**src/rtl/fifo_burst_reader_if.sv**
```systemverilog
// AXI-Stream style output bundle of fifo_burst_reader.
// master drives tdata/tvalid/tlast/tuser, slave drives tready.
interface fifo_burst_reader_if #(
   parameter int DATA_WIDTH = 8
);
   logic [DATA_WIDTH-1:0] tdata_o;
   logic                  tvalid_o;
   logic                  tlast_o;
   logic                  tuser_o;
   logic                  tready_i;

   modport master (
      output tdata_o,
      output tvalid_o,
      output tlast_o,
      output tuser_o,
      input  tready_i
   );

   modport slave (
      input  tdata_o,
      input  tvalid_o,
      input  tlast_o,
      input  tuser_o,
      output tready_i
   );
endinterface

```
**src/rtl/fifo_burst_reader.sv**
```systemverilog
// Drains a show-ahead FIFO as stream bursts of BURST_LEN beats,
// flushing a shorter tuser-flagged burst after TIMEOUT idle cycles.
// Ports: clk_i, rst_i (async, active-high), FIFO side
//   fifo_rd_data_i / fifo_used_words_i / fifo_empty_i / fifo_rd_o,
//   axis (master: tdata/tvalid/tlast/tuser out, tready in), busy_o.
module fifo_burst_reader #(
   parameter int DATA_WIDTH   = 8,
   parameter int WORDS_AMOUNT = 8,
   parameter int ADDR_WIDTH   = $clog2(WORDS_AMOUNT),
   parameter int BURST_LEN    = 4,
   parameter int TIMEOUT      = 16
) (
   input  logic                  clk_i,
   input  logic                  rst_i,
   input  logic [DATA_WIDTH-1:0] fifo_rd_data_i,
   input  logic [ADDR_WIDTH:0]   fifo_used_words_i,
   input  logic                  fifo_empty_i,
   output logic                  fifo_rd_o,
   fifo_burst_reader_if.master   axis,
   output logic                  busy_o
);

   localparam int WCW =
      (TIMEOUT > 0) ? $clog2(TIMEOUT + 1) : 1;

   localparam logic [ADDR_WIDTH:0] LEN_FULL =
      (ADDR_WIDTH + 1)'(BURST_LEN);
   localparam logic [ADDR_WIDTH:0] PL_ONE =
      (ADDR_WIDTH + 1)'(1);
   localparam logic [WCW-1:0] WAIT_MAX =
      WCW'((TIMEOUT > 0) ? TIMEOUT - 1 : 0);
   localparam logic [WCW-1:0] W_ONE = WCW'(1);
   localparam bit TMO_EN = (TIMEOUT != 0);

   typedef enum logic {
      IDLE,
      BURST
   } state_t;

   state_t                state;
   logic [ADDR_WIDTH:0]   pop_left;
   logic [WCW-1:0]        wait_cnt;
   logic                  partial;

   logic [DATA_WIDTH-1:0] tdata_q;
   logic                  tvalid_q;
   logic                  tlast_q;
   logic                  tuser_q;

   logic                  pop;
   logic                  full_go;
   logic                  tmo_go;

   // Pop only when the output stage is free or
   // being drained in this same cycle.
   assign pop = (state == BURST)
             && (pop_left != '0)
             && !fifo_empty_i
             && (!tvalid_q || axis.tready_i);

   assign full_go = (fifo_used_words_i >= LEN_FULL);

   assign tmo_go = TMO_EN
                && !fifo_empty_i
                && (wait_cnt == WAIT_MAX);

   assign fifo_rd_o     = pop;
   assign busy_o        = (state == BURST);
   assign axis.tdata_o  = tdata_q;
   assign axis.tvalid_o = tvalid_q;
   assign axis.tlast_o  = tlast_q;
   assign axis.tuser_o  = tuser_q;

   always_ff @(posedge clk_i or posedge rst_i) begin
      if (rst_i) begin
         state    <= IDLE;
         pop_left <= '0;
         wait_cnt <= '0;
         partial  <= 1'b0;
      end else begin
         unique case (state)
            IDLE: begin
               if (full_go) begin
                  state    <= BURST;
                  pop_left <= LEN_FULL;
                  partial  <= 1'b0;
                  wait_cnt <= '0;
               end else if (tmo_go) begin
                  // Words present now form the burst;
                  // later writes wait for the next one.
                  state    <= BURST;
                  pop_left <= fifo_used_words_i;
                  partial  <= 1'b1;
                  wait_cnt <= '0;
               end else if (fifo_empty_i) begin
                  wait_cnt <= '0;
               end else if (wait_cnt != WAIT_MAX) begin
                  wait_cnt <= wait_cnt + W_ONE;
               end
            end
            BURST: begin
               if (pop) begin
                  pop_left <= pop_left - PL_ONE;
                  if (pop_left == PL_ONE) begin
                     state <= IDLE;
                  end
               end
            end
         endcase
      end
   end

   // One-entry output register; holds until accepted.
   always_ff @(posedge clk_i or posedge rst_i) begin
      if (rst_i) begin
         tdata_q  <= '0;
         tvalid_q <= 1'b0;
         tlast_q  <= 1'b0;
         tuser_q  <= 1'b0;
      end else if (pop) begin
         tdata_q  <= fifo_rd_data_i;
         tvalid_q <= 1'b1;
         tlast_q  <= (pop_left == PL_ONE);
         tuser_q  <= partial;
      end else if (axis.tready_i) begin
         tvalid_q <= 1'b0;
         tlast_q  <= 1'b0;
         tuser_q  <= 1'b0;
      end
   end

endmodule
```
**src/flat_wrapper.sv**
```systemverilog
// flat-port wrapper written by rule: the top's interface ports become plain ports
module fifo_burst_reader_flat 
#(
   parameter int DATA_WIDTH   = 8,
   parameter int WORDS_AMOUNT = 8,
   parameter int ADDR_WIDTH   = $clog2(WORDS_AMOUNT),
   parameter int BURST_LEN    = 4,
   parameter int TIMEOUT      = 16
)
  (clk_i, rst_i, fifo_rd_data_i, fifo_used_words_i, fifo_empty_i, fifo_rd_o, busy_o, axis_tdata_o, axis_tvalid_o, axis_tlast_o, axis_tuser_o, axis_tready_i);
  fifo_burst_reader_if #(.DATA_WIDTH(DATA_WIDTH)) axis_i ();
  input  logic clk_i;
  input  logic rst_i;
  input  logic [DATA_WIDTH-1:0] fifo_rd_data_i;
  input  logic [ADDR_WIDTH:0] fifo_used_words_i;
  input  logic fifo_empty_i;
  output logic fifo_rd_o;
  output logic busy_o;
  output wire logic [$bits(axis_i.tdata_o)-1:0] axis_tdata_o;
  output wire logic [$bits(axis_i.tvalid_o)-1:0] axis_tvalid_o;
  output wire logic [$bits(axis_i.tlast_o)-1:0] axis_tlast_o;
  output wire logic [$bits(axis_i.tuser_o)-1:0] axis_tuser_o;
  input wire logic [$bits(axis_i.tready_i)-1:0] axis_tready_i;
  assign axis_tdata_o = axis_i.tdata_o;
  assign axis_tvalid_o = axis_i.tvalid_o;
  assign axis_tlast_o = axis_i.tlast_o;
  assign axis_tuser_o = axis_i.tuser_o;
  assign axis_i.tready_i = axis_tready_i;
  fifo_burst_reader #(.DATA_WIDTH(DATA_WIDTH), .WORDS_AMOUNT(WORDS_AMOUNT), .ADDR_WIDTH(ADDR_WIDTH), .BURST_LEN(BURST_LEN), .TIMEOUT(TIMEOUT)) u_core (.clk_i(clk_i), .rst_i(rst_i), .fifo_rd_data_i(fifo_rd_data_i), .fifo_used_words_i(fifo_used_words_i), .fifo_empty_i(fifo_empty_i), .fifo_rd_o(fifo_rd_o), .axis(axis_i), .busy_o(busy_o));
endmodule
```
**config.mk**
```make
export PLATFORM = sky130hd
export DESIGN_NAME = fifo_burst_reader_flat
export DESIGN_NICKNAME = d
export VERILOG_FILES = /design/src/rtl/fifo_burst_reader_if.sv /design/src/rtl/fifo_burst_reader.sv /design/src/flat_wrapper.sv
export SDC_FILE = /design/constraint.sdc
export NUM_CORES = 1
export LEC_CHECK = 0
export CORE_UTILIZATION = 40
export CTS_CLUSTER_SIZE = 14
export DETAILED_ROUTE_END_ITERATION = 8
export PLACE_DENSITY = 0.71
export SYNTH_ARGS = -nofsm -noshare
export SYNTH_HDL_FRONTEND = slang
export SYNTH_SLANG_ARGS = --single-unit
```
**constraint.sdc**
```tcl
create_clock -name clk_i -period 5.22 [get_ports clk_i]
set_input_delay 1.044 -clock clk_i [delete_from_list [all_inputs] [get_ports clk_i]]
set_output_delay 1.044 -clock clk_i [all_outputs]
set_load 0.03 [all_outputs]
```
# ---- After elaboration in Yosys (flattened, before gate mapping)
# Index checks and enable logic that the tools add are counted.
dict set report totals {
  reg_bits 22
  input_bits 16
  out_inout_bits 13
  word_cells 50
}
dict set report classes {
  n_addsub 2
  magnitude_cmp 1
  n_eq_ne 5
  n_mux 19
  bitwise_logic 1
  reduce_logical 14
}
# op n
set ops {}
lappend ops {{$mux W5} 4}
lappend ops {{$mux W4} 3}
lappend ops {{$mux W1} 10}
lappend ops {{$pmux W4 S2} 1}
lappend ops {{$reduce_bool A4 Y1} 2}
lappend ops {{$reduce_and A2 Y1} 3}
lappend ops {{$add A5 B1 Y5 const B} 1}
lappend ops {{$eq A5 B4 Y1 const B} 1}
lappend ops {{$ne A5 B4 Y1 const B} 1}
lappend ops {{$eq A4 B1 Y1 const B} 1}
lappend ops {{$ge A4 B3 Y1 const B} 1}
lappend ops {{$logic_and A1 B1 Y1} 4}
lappend ops {{$reduce_bool A2 Y1} 2}
lappend ops {{$sub A4 B1 Y4 const B} 1}
lappend ops {{$ne A3 B1 Y1 const B} 1}
lappend ops {{$logic_not A1 Y1} 2}
lappend ops {{$ne A2 B2 Y1 const B} 1}
lappend ops {{$pmux W1 S2} 1}
lappend ops {{$logic_or A1 B1 Y1} 1}
lappend ops {{$not A1 Y1} 1}

# ---- Logic depth before layout (Yosys ltp)
# Gate-level depths: netlist of the first run.
dict set report depth {
  depth_word 6
  ltp_mapped 7
  depth_no_buf 7
}

# ---- Least setup slack after synthesis of the first run
# Ideal clock, no wire load.
dict set report synth_timing {
  kind {input to output}
  start {input axis_tready_i}
  end {output fifo_rd_o}
  arrival_time_ns 1.771
  required_time_ns 4.176
  setup_slack_ns 2.405
  cell_stages 3
  path_buffers 1
  cell_sequence {nor2b_1 > a2111oi_4 > buf_6}
}
dict set report synth_between {
  elab_chain_len 2
}
# element line
set synth_lines {}
lappend synth_lines {{start, declared} flat_wrapper.sv:23} ;# input wire logic [$bits(axis_i.tready_i)-1:0] axis_tready_i;
lappend synth_lines {{$logic_or A1 B1 Y1} fifo_burst_reader.sv:59} ;# && (!tvalid_q || axis.tready_i);
lappend synth_lines {{$logic_and A1 B1 Y1} fifo_burst_reader.sv:59}
lappend synth_lines {{end, declared} flat_wrapper.sv:17} ;# output logic fifo_rd_o;
# Every way passes these cells.

# ---- Worst setup path after layout of the first run
# Same ends and word-level chain as after synthesis.

==> results of run 1 <==
layout by cell type (no fill, tap or decap), types with 2 or more instances in the layout:
master / instances
clkdlybuf4s50_1: 28
dfrtp_1: 22
mux2_2: 8
nand2_1: 5
nor2_1: 4
o21ai_0: 4
inv_1: 4
ha_1: 4
nand2b_1: 3
a21oi_1: 3
clkbuf_4: 3
nor2_2: 2
nor2b_1: 2
a31oi_1: 2
nand3_1: 2
mux2_1: 2
kinds of logic after synthesis:
family	count (synthesis)	share of synthesized area [%]
AO/OA/AOI/OAI	18	13.44
flip-flops	22	51.89
multiplexers	11	11.56
adder cells (fa/ha/maj)	4	4.717
AND/OR/NAND/NOR	26	13.68
XOR/XNOR	1	0.8256
buffers and inverters	7	3.891
tightest hold or removal path, stage by stage, from the launching register on:
cell     delay [ns]
dfrtp_1        0.37
nand2_1        0.05
nand2_1        0.05
layout make-up:
class | instances | area (um^2)
inverters | 5 | 18.77
flip-flops and latches | 22 | 550.5
clock buffers | 3 | 22.52
fillers | 223 | 1084
well taps | 30 | 37.54
clock inverters | 1 | 30.03
repair buffers | 29 | 287.8
multi-input cells | 60 | 469.2
power by group:
part	internal (mW)	leakage (nW)	switching [mW]
clock network	0.0776	0.0279	0.0524
logic	0.158	0.325	0.174
registers	0.230	0.271	0.0420
routing by layer:
| layer | share of wire, % | vias to the layer above | global-route usage (%) |
|---|---|---|---|
| met5 | 0 | - | 0 |
| met4 | 0.47 | 0 | 7.895 |
| met3 | 7.1 | 2 | 4.310 |
| met2 | 49 | 23 | 27.08 |
| met1 | 43 | 370 | 21.31 |
| li1 | - | 376 | - |
state kept, by name, summed over array words and instances (netlist names):
name,count
u_core.axis.tvalid_o,1
u_core.pop_left,4
u_core.partial,1
u_core.axis.tlast_o,1
u_core.busy_o,1
u_core.axis.tdata_o,8
u_core.axis.tuser_o,1
u_core.wait_cnt,5
worst max path at each step:
stage	slack, ns	from	endpoint	cells after the start
floorplan	2.40	axis_tready_i	fifo_rd_o	3
global placement	1.46	axis_tready_i	fifo_rd_o	4
detailed placement	1.46	axis_tready_i	fifo_rd_o	4
CTS	1.45	axis_tready_i	fifo_rd_o	4
global route	1.38	axis_tready_i	fifo_rd_o	4
finish	1.47	axis_tready_i	fifo_rd_o	4
through the flow:
stage	utilization [%]	hold WS, ns	instance area, um^2	setup WS, ns	total power, mW
6_report	56.66	0.4879	1416	1.469	0.7328
5_1_grt	56.66	0.5227	1416	1.376	0.7800
4_1_cts	56.66	0.4945	1416	1.448	0.7420
3_5_place_dp	54.55	0.4629	1364	1.459	0.6105
3_3_place_gp	54.55	0.4636	1364	1.463	0.5969
2_1_floorplan	-	0.4397	1061	2.405	0.4911
==> metrics.yaml, run 1 <==
synth:
  synth_ff_type: "dfrtp_1"
  avgSynthCellArea_um2: 11.92
  yosysMostFrequentCell: "dfrtp_1"
  async_flop_share_pct: 100.0
  yosys.area.top_type: "dfrtp_1"
  synth_edf_count: 0
  synthTopCellsByArea: "dfrtp_1 52%, mux2_2 8.5%, ha_1 4.7%"
  synth_top_area_share_pct: 51.89
  synth_nets: 109
  yosysUniqueCellTypes: 35
  ys_ff_latch: 22
  ys.warnings.count: 0
  syn-cell-area_um2: 1061
  synth.top_cells.by_count: "22 x dfrtp_1, 8 x mux2_2, 5 x nand2_1"
  syn_inst: 89
  yosysSeqAreaShare_pct: 51.89
global_routing:
  grt.overflow.total: 0
  antenna_found_initial: 0
  grt_use_total_pct: 16.98
  grt_max_degree: 23
  grt_pass1_vias: 757
  grt_pass1_wl_um: 3408
critical_path:
  crit_chain: "clkdlybuf4s50_1, nor2b_1, a2111oi_4, clkdlybuf4s50_1"
  r2r_cells: 7
  cp_top_family: "buffers and inverters"
  cpPeakStageDelay_ns: 0.74
  critPathRequiredTime_ns: 4.18
  crit_path_end_kind: "primary output"
  critPathSlowestCell: "clkdlybuf4s50_1"
  r2r-end: "u_core.pop_left[0]"
  rrSetupSlack_ns: 3.24
  path_common_cell: "clkdlybuf4s50_1"
  worstSetupPathType: "input pin to primary output"
  timing.critical_path.buf_inv: 2
  reg2reg_from: "u_core.wait_cnt[0]"
  critPathLaunchType: "input pin"
  cp.arrival_ns: 2.71
  critPathMaxFanout: 3
run:
  maxCapViolCount: 0
hold_path:
  whs_path_depth: 2
  hp-class: "register to register"
  hold_start: "u_core.partial"
  min_to: "u_core.axis.tuser_o"
route:
  drt_iter0_drc: 4
  drt_pass1_iterations: 4
  vias: 771
  ant_nets: 0
  viasPerCell: 5.140
  drt_wl_total_um: 2110
  drc_errors: 0
  routedWlPerCell_um: 14.07
placement:
  dp.cells: 146
  place_hpwl_um: 1577
  place_congestion: 0.7785
  numPortBuffers: 28
finish:
  final_cell_count_no_fill: 150
  antenna_cells: 0
  syn_to_final_growth_pct: 33.49
  drive_above_1_share_pct: 18.33
  nNetsFinal: 141
sta:
  worst_slew_pin_slew_ns: 0.8503
  final.setup.tns_ns: 0
  max_freq_mhz: 266.6
  slew_viol_final: 0
  rsz0062_at_grt: "false"
  skew_ns: 0.007105
  finalHoldViolCount: 0
  timing.final.crit_share_pct: 71.85
  finalCriticalPeriod_ns: 3.751
  slew_headroom_pct: 43.25
  setup-violations-final: 0
clock_tree:
  cts.path.max_buffers: 2
  ctsHoldBuffers: 0
  post-cts-setup-buffer-count: 0
  htreeDepth: 1
  clock_latency_ns: 0.31
  cts.sinks: 22
  cts_root_buffer: "clkbuf_4"
  cts_tree: "done"
  cts.repair.resized: 0
  clkTransAtPathRegs_ns: 0.13
  cts_buffers: 3
floorplan:
  rows: 18
  die_y_um: 53.50
  die-width_um: 53.50
  ios: 29
  initial_core_util_pct: 42.44
  core_um2: 2500
  dieArea_um2: 2862
pwr:
  power.density_nw_per_um2: 517.4
  peakVddDrop_mv: 0.4159
  p_leak_nw: 0.6238
run_status:
  outcome: "finished, final reports clean"
Power figures use the tool's default switching activity.
==> run 2, diff against run 1 <==
clock period = 3.7 ns   (was 5.22 ns; I/O delays follow)
==> metrics.yaml, run 2 (same netlist as run 1, synthesis figures left out) <==
route:
  viasPerCell: 5.200  # +1.2%
  ant_nets: 0  # unchanged
  vias: 780  # +1.2%
  drt_iter0_drc: 4  # unchanged
  drt_wl_total_um: 2175  # +3.1%
  drc_errors: 0  # unchanged
  routedWlPerCell_um: 14.50  # +3.1%
  drt_pass1_iterations: 4  # unchanged
pwr:
  swShare_pct: 38.42  # +1.9 points
  p_comb_share_pct: 47.0  # +1.8 points
  switchingPower_uw: 378.7  # +41%
  clockPowerShare_pct: 13.5  # -4.2 points
  p_int_uw: 606.9  # +31%
  seqPwrFrac_pct: 39.4  # +2.3 points
  power.density_nw_per_um2: 704.0  # +36%
  p_leak_nw: 0.6169  # -1.1%
  peakVddDrop_mv: 0.4418  # +6.2%
global_routing:
  grt.overflow.total: 0  # unchanged
  met2_usage_pct: 27.71  # +0.63 points
  antenna_found_initial: 0  # unchanged
  grt_max_degree: 23  # unchanged
  top_usage_layer: "met2"
  grt_use_total_pct: 17.49  # +0.51 points
  grt_pass1_wl_um: 3512  # +3.1%
  grt_pass1_vias: 770  # +1.7%
  grt.met1_usage_pct: 22.61  # +1.3 points
  grt_use_met3_pct: 4.598  # +0.29 points
clock_tree:
  cts_buffers: 3  # unchanged
  cts_root_buffer: "clkbuf_4"
  ctsHoldBuffers: 0  # unchanged
  cts.path.max_buffers: 2  # unchanged
  htreeDepth: 1  # unchanged
  clock_latency_ns: 0.30  # about the same
  cts.repair.resized: 0  # unchanged
  cts_tree: "done"
  clkTransAtPathRegs_ns: 0.12  # about the same
  cts.sinks: 22  # unchanged
  post-cts-setup-buffer-count: 0  # unchanged
placement:
  place_congestion: 0.7850  # +0.83%
  placed_area_um2: 1364  # unchanged
  dp_slack_ns: 0.5435  # -0.9157 ns
  dp.cells: 146  # unchanged
  place_hpwl_um: 1570  # -0.41%
  numPortBuffers: 28  # unchanged
finish:
  drive_above_1_share_pct: 18.33  # unchanged
  final_cell_count_no_fill: 150  # unchanged
  antenna_cells: 0  # unchanged
  n_fill_cell: 210  # -5.8%
  seq_area_um2: 550.5  # unchanged
  layout_common_cells: "28 x clkdlybuf4s50_1, 22 x dfrtp_1, 8 x mux2_2"
  syn_to_final_growth_pct: 31.96
  largest_reg_flops: 8  # unchanged
  nNetsFinal: 141  # unchanged
  final_common_cell: "clkdlybuf4s50_1"
  design_area_um2: 1400  # -1.1%
  multi_input_area_um2: 469.2  # unchanged
critical_path:
  r2r_cells: 7  # unchanged
  worstSetupPathType: "input pin to primary output"
  cp.arrival_ns: 2.41  # -0.30 ns
  critPathSlowestCell: "clkdlybuf4s50_1"
  crit_chain: "clkdlybuf4s50_1, nor2b_1, a2111oi_4, clkdlybuf4s50_1"
  critPathRequiredTime_ns: 2.96  # -1.22 ns
  cp_top_family: "buffers and inverters"
  rrSetupSlack_ns: 1.72  # -1.52 ns
  critPathLaunchType: "input pin"
  crit_path_end_kind: "primary output"
  critPathMaxFanout: 3  # unchanged
  timing.critical_path.buf_inv: 2  # unchanged
  r2r-end: "u_core.pop_left[2]"
  cpPeakStageDelay_ns: 0.75  # about the same
  path_common_cell: "clkdlybuf4s50_1"
  reg2reg_from: "u_core.wait_cnt[0]"
sta:
  max_freq_mhz: 317.0
  setup-violations-final: 0  # unchanged
  slew_viol_final: 0  # unchanged
  final.setup.tns_ns: 0  # unchanged
  hold_slack_ns: 0.4799  # -0.008001 ns
  timing.final.crit_share_pct: 85.25
  rsz0062_at_grt: "false"
  finalCriticalPeriod_ns: 3.154
  setup_ws_ns: 0.5458  # -0.9234 ns
  worst_slew_pin_slew_ns: 0.8275  # -0.02278 ns
  finalHoldViolCount: 0  # unchanged
  slew_headroom_pct: 44.77  # +1.5 points
  skew_ns: 0.001604  # -0.005501 ns
floorplan:
  ios: 29  # unchanged
  core_um2: 2500  # unchanged
  dieArea_um2: 2862  # unchanged
  die-width_um: 53.50  # unchanged
  initial_core_util_pct: 42.44  # unchanged
  die_y_um: 53.50  # unchanged
  rows: 18  # unchanged
hold_path:
  whs_path_depth: 2  # unchanged
  hold_start: "u_core.partial"
  min_to: "u_core.axis.tuser_o"
  hp-class: "register to register"
run_status:
  outcome: "finished, final reports clean"
run:
  maxCapViolCount: 0  # unchanged
==> run 2: through the flow <==
stage / power, mW / util, %
floorplan: 0.6929 / -
global placement: 0.8420 / 54.55
detailed placement: 0.8600 / 54.55
CTS: 0.9974 / 56.01
global route: 1.053 / 56.01
finish: 0.9856 / 56.01
==> run 2: worst max path at each step <==
stage                        startpoint         to  slack [ns]  cells after the start
after floorplan           axis_tready_i  fifo_rd_o        1.49                      3
after global placement    axis_tready_i  fifo_rd_o        0.55                      4
final                     axis_tready_i  fifo_rd_o        0.55                      4
after CTS                 axis_tready_i  fifo_rd_o        0.53                      4
after global routing      axis_tready_i  fifo_rd_o        0.45                      4
after detailed placement  axis_tready_i  fifo_rd_o        0.54                      4
==> run 2: power by group through the flow <==
stage                     combinational, mW  clock (mW)  sequential, mW
after floorplan                       0.219           0           0.474
after global placement                0.456           0           0.386
after detailed placement              0.467           0           0.393
after CTS                             0.469       0.138           0.390
after global routing                  0.501       0.148           0.404
final                                 0.464       0.133           0.389
==> run 2: worst min-delay path, cell delays in order, from the launching register on <==
cell,delay (ns)
dfrtp_1,0.36
nand2_1,0.05
nand2_1,0.04
==> run 2: cell type report <==
| type | instances | area share [%] |
|---|---|---|
| sequential | 22 | 39.32 |
| multi-input combinational | 60 | 33.51 |
| timing repair buffer | 29 | 20.55 |
| tap | 30 | 2.681 |
| clock buffer | 4 | 2.592 |
| inverter | 5 | 1.340 |
==> run 2: metal layers <==
metal / wire [um] / part of all wire, %
met1: 992 / 46
met2: 1029 / 47
met3: 140 / 6.4
met4: 11 / 0.51
met5: 0 / 0
